===== config.mk =====
export PLATFORM = sky130hd
export DESIGN_NAME = inst_fetch_unit
export DESIGN_NICKNAME = d
export VERILOG_FILES = /design/src/rtl/inst_fetch_unit.sv
export SDC_FILE = /design/constraint.sdc
export NUM_CORES = 1
export LEC_CHECK = 0
export ABC_CLOCK_PERIOD_IN_PS = 3600
export CORE_ASPECT_RATIO = 0.7
export CORE_MARGIN = 4
export CORE_UTILIZATION = 48
export CTS_CLUSTER_SIZE = 8
export DETAILED_ROUTE_END_ITERATION = 16
export PLACE_DENSITY_LB_ADDON = 0.3
export SLEW_MARGIN = 20
export SYNTH_ARGS = -nofsm -noshare
export SYNTH_HDL_FRONTEND = slang
export SYNTH_SLANG_ARGS = --single-unit

===== constraint.sdc =====
create_clock -name clk -period 3.6 [get_ports clk]
set_clock_uncertainty 0.15 [all_clocks]
set_input_delay 0.54 -clock clk [delete_from_list [all_inputs] [get_ports clk]]
set_output_delay 0.54 -clock clk [all_outputs]
set_load 0.01 [all_outputs]

===== src/rtl/inst_fetch_unit.sv =====
// Instruction fetch stage: owns the PC, drives the sync RAM address and buffers
// fetched words in a 2-entry FIFO for decode. Define FETCH_BYPASS_EN for the RAM-to-decode bypass.
module inst_fetch_unit #(
  parameter logic [31:0] RESET_PC = 32'h0000_0000,
  parameter int          ADDR_W   = 12
) (
  input  logic              clk,
  input  logic              rst_n,
  output logic [ADDR_W-1:0] imem_addr,
  input  logic [31:0]       imem_rdata,
  input  logic              redirect_valid,
  input  logic [31:0]       redirect_pc,
  output logic              inst_valid,
  input  logic              inst_ready,
  output logic [31:0]       inst,
  output logic [31:0]       inst_pc
);

  function automatic logic [31:0] word_align(input logic [31:0] a);
    return {a[31:2], 2'b00};
  endfunction

  logic [31:0] pc;
  logic [31:0] fetch_pc;
  logic        inflight;
  logic [31:0] inflight_pc;
  logic [31:0] fifo_inst [2];
  logic [31:0] fifo_pc   [2];
  logic        rd_ptr;
  logic        wr_ptr;
  logic [1:0]  cnt;

  logic        live;
  logic        bypass;
  logic        pop;
  logic        fifo_pop;
  logic        push;
  logic        issue;
  logic [2:0]  occ;

  // Stage 0: PC select and RAM address
  assign fetch_pc  = redirect_valid ? word_align(redirect_pc) : pc;
  assign imem_addr = fetch_pc[ADDR_W+1:2];

  // Stage 1: RAM response pairing, output select and handshake
  assign live = inflight && !redirect_valid;

`ifdef FETCH_BYPASS_EN
  assign bypass = live && (cnt == 2'd0);
`else
  assign bypass = 1'b0;
`endif

  assign inst_valid = !redirect_valid && ((cnt != 2'd0) || bypass);

  always_comb begin
    inst    = 32'h0;
    inst_pc = 32'h0;
    if (bypass) begin
      inst    = imem_rdata;
      inst_pc = inflight_pc;
    end else if (cnt != 2'd0) begin
      inst    = fifo_inst[rd_ptr];
      inst_pc = fifo_pc[rd_ptr];
    end
  end

  assign pop      = inst_valid && inst_ready;
  assign fifo_pop = pop && (cnt != 2'd0);
  assign push     = live && !(bypass && pop);

  // Committed occupancy after this cycle; a new read is issued only if it is guaranteed a slot.
  assign occ   = {1'b0, cnt} + {2'b00, inflight} - {2'b00, pop};
  assign issue = redirect_valid || (occ <= 3'd1);

  always_ff @(posedge clk or negedge rst_n) begin
    if (!rst_n) begin
      pc       <= RESET_PC;
      inflight <= 1'b0;
      cnt      <= 2'd0;
      rd_ptr   <= 1'b0;
      wr_ptr   <= 1'b0;
    end else begin
      inflight <= issue;
      if (issue) begin
        pc <= fetch_pc + 32'd4;
      end
      if (redirect_valid) begin
        cnt    <= 2'd0;
        rd_ptr <= 1'b0;
        wr_ptr <= 1'b0;
      end else begin
        cnt <= cnt + {1'b0, push} - {1'b0, fifo_pop};
        if (push) begin
          wr_ptr <= ~wr_ptr;
        end
        if (fifo_pop) begin
          rd_ptr <= ~rd_ptr;
        end
      end
    end
  end

  always_ff @(posedge clk) begin
    if (issue) begin
      inflight_pc <= fetch_pc;
    end
    if (push) begin
      fifo_inst[wr_ptr] <= imem_rdata;
      fifo_pc[wr_ptr]   <= inflight_pc;
    end
  end

endmodule

==> impl_results.md <==
- Final wirelength: 18.53 mm
- Max cap viols: 0
- Final hold violations: 0
- IO Count: 145
- Rel. slew slack: 40.86%
- Number of buffers created by CTS: 17
- Row cnt: 40
- Post-synth top area share: 55.68%
- Tcrit/Tclk final: 86.71%
- Die width: 168.2 um
- Worst Path Max Fanout: 38
- Syn nets: 706
- Area of the multi-input gates: 0.002629 mm2
- Chip height: 120.2 um
- Met3 Usage GRT: 4.608%
- Actual slew at the worst max-slew pin: 0.8871 ns
- Avg Cell Area, Syn: 13.65 um2
- # nets final: 840
- CTS H-tree lvls: 4
- Drt first pass iters: 5
- Hold crit path type: input pin to async pin
- Critical R2R Capture: pc[25]$_DFFE_PN0P_
- Grt met2 use: 28.23%
- Fmax: 320.4 MHz
- Clk pin slew, worst setup/hold paths: 0.07 ns
- CTS tree: built
- Worst Path Arrival: 2.43 ns
- Top post-synthesis cells by count: 160 x edfxtp_1, 93 x nor2_1, 79 x mux2i_1, 37 x dfrtp_1, 29 x nand2_1
- Share of cells above drive strength 1: 9.499%
- GRT Total Usage: 18.75%
- DP Cell Count: 978
- Antenna violations before repair: 1
- #FFs+latches synth: 197
- Synth cell types: 56
- Clock Tree Buf Depth: 2
- R2r worst-path depth: 14
- Filler cell count: 1339
- Cell Area, Synth: 0.008628 mm2
- Post-CTS sizing: 0
- DRC: 0
- Busiest grt layer: met2
- Pleak: 3.903 nW
- Async SR Flop Fraction: 18.78%
- Mapped Cells: 632
- Die footprint: 0.02022 mm2
- Crit Reg-Reg Startpoint: cnt[1]$_DFF_PN0_
- Max VDD drop: 0.4371 mV
- Main flop type after synthesis: edfxtp_1
- Most common cell in the netlist: edfxtp_1
- Slew Limit Fails: 0
- Dominant cell type by area after synthesis: edfxtp_1
- Data required time at the worst endpoint: 2.91 ns
- CP Launch Type: flop
- First-pass GRT wire length: 29.28 mm
- Seq. cell area: 0.005734 mm2
- Status: finished clean
- Ys Warns: 0
- RD Place Congestion: 0.8550
- Met1 Use GR: 27.35%
- R2R Setup Slk: 0.51 ns
- Starting Density: 49.54%
- Root Buffer: clkbuf_16
- Sequential fraction of the synthesis area: 66.42%
- Setup TNS: 0 ns
- Number of global-route vias before repair: 5520
- Dpl hpwl: 12.47 mm
- GRT Residual Overflow: 0
- Antenna diodes: 0
- Input/output buffers: 142
- Antenna Nets Post-Route: 0
- Setup Viol. Count Final: 0
- Post CTS Setup Buffer Count: 0
- Clock sink count: 197
- Crit path time final: 3.122 ns
- CP Capture Type: output pin
- Largest net degree at the start of global routing: 74
- Hold-fix buffers, CTS: 0
- Detailed-route via count: 5453
- Largest cells by area after synthesis: edfxtp_1 56%, dfrtp_1 11%, mux2i_1 9.2%
- Number of flops mapped to enable cells by yosys: 160
- Fin cells: 1010
- Setup Crit Path Kind: flop to output pin
- DRT iter0 DRCs: 410
- Area Growth Syn to Fin: 26.07%
- Cell Pwr Density: 830.7 mW/mm2
- RSZ-0062 raised after global routing: false
- Drt via density: 5.399
- Placeable Area: 0.01742 mm2
- Clock latency on the worst-skew pair: 0.43 ns
- DR WL/cell: 18.35 um
[worst max-delay path, stage by stage (launching register included)]
cell	delay [ns]
dfrtp_4	0.88
buf_4	0.31
mux2i_1	0.20
nor2_1	0.07
clkdlybuf4s50_1	0.51
[flip-flops by register name, indices dropped and copies added, names as in the netlist]
signal	flops
pc	32
cnt	2
rd_ptr	1
fifo_pc	64
wr_ptr	1
inflight_pc	32
inflight	1
fifo_inst	64
[logic make-up after synthesis]
kind of cell             share of synthesized area (%)
multiplexers                                     11.12
AO/OA/AOI/OAI                                    5.206
adder cells (fa/ha/maj)                         0.9571
buffers and inverters                            3.408
XOR/XNOR                                         1.827
AND/OR/NAND/NOR                                  11.06
flip-flops                                       66.42
[routing by layer]
metal	vias to the layer above	wire, um
met2	200	8113
met5	-	0
met4	0	157
met3	11	1267
li1	2594	-
met1	2648	8994
[cell type report]
class	instances	share of cell area, %
multi-input combinational	373	24.17
clock buffer	18	3.945
tap	231	2.657
clock inverter	14	1.116
timing repair buffer	157	14.70
inverter	20	0.7016
sequential	197	52.71
[worst max path at each step]
stage | from | to | cells after the start
after CTS | rd_ptr$_DFFE_PN0P_ | inst[3] | 4
final | rd_ptr$_DFFE_PN0P_ | inst[4] | 4
after global placement | inst_ready | pc[25]$_DFFE_PN0P_ | 13
after global routing | cnt[1]$_DFF_PN0_ | pc[25]$_DFFE_PN0P_ | 14
after floorplan | redirect_valid | fifo_inst[0][0]$_DFFE_PP_ | 6
after detailed placement | inst_ready | pc[10]$_DFFE_PN0P_ | 13
[power breakdown]
group | switching [mW] | leakage, nW | total [mW] | internal [mW]
logic | 1.82 | 1.67 | 3.40 | 1.58
clock network | 0.856 | 0.268 | 1.76 | 0.903
registers | 0.428 | 1.97 | 3.88 | 3.45
total | 3.10 | 3.90 | 9.04 | 5.93
[cell usage in the layout (no fill, tap or decap), drive strengths merged, types with 7 or more instances in the layout]
cell type        n
edfxtp         160
clkdlybuf4s50  140
nor2            93
mux2i           79
dfrtp           37
nand2           29
inv             24
a21oi           18
clkbuf          18
buf             17
mux2            15
xnor2           14
nand3           12
o31ai           12
nand3b           9
clkinv           9
and4             8
nor2b            7
nand4            7
[metrics by stage]
step	util (%)	setup slack [ns]	area, um2	power [mW]	hold WS (ns)
final	62.46	0.4784	10880	9.036	0.07642
after global routing	62.46	0.2505	10880	9.599	0.1374
after CTS	62.46	0.4314	10880	9.134	0.1032
after detailed placement	59.30	0.1690	10330	7.360	0.2822
after global placement	59.30	0.2461	10330	7.208	0.2737
after floorplan	-	0.01383	8667	5.794	0.09441
Power figures use the tool's default switching activity.
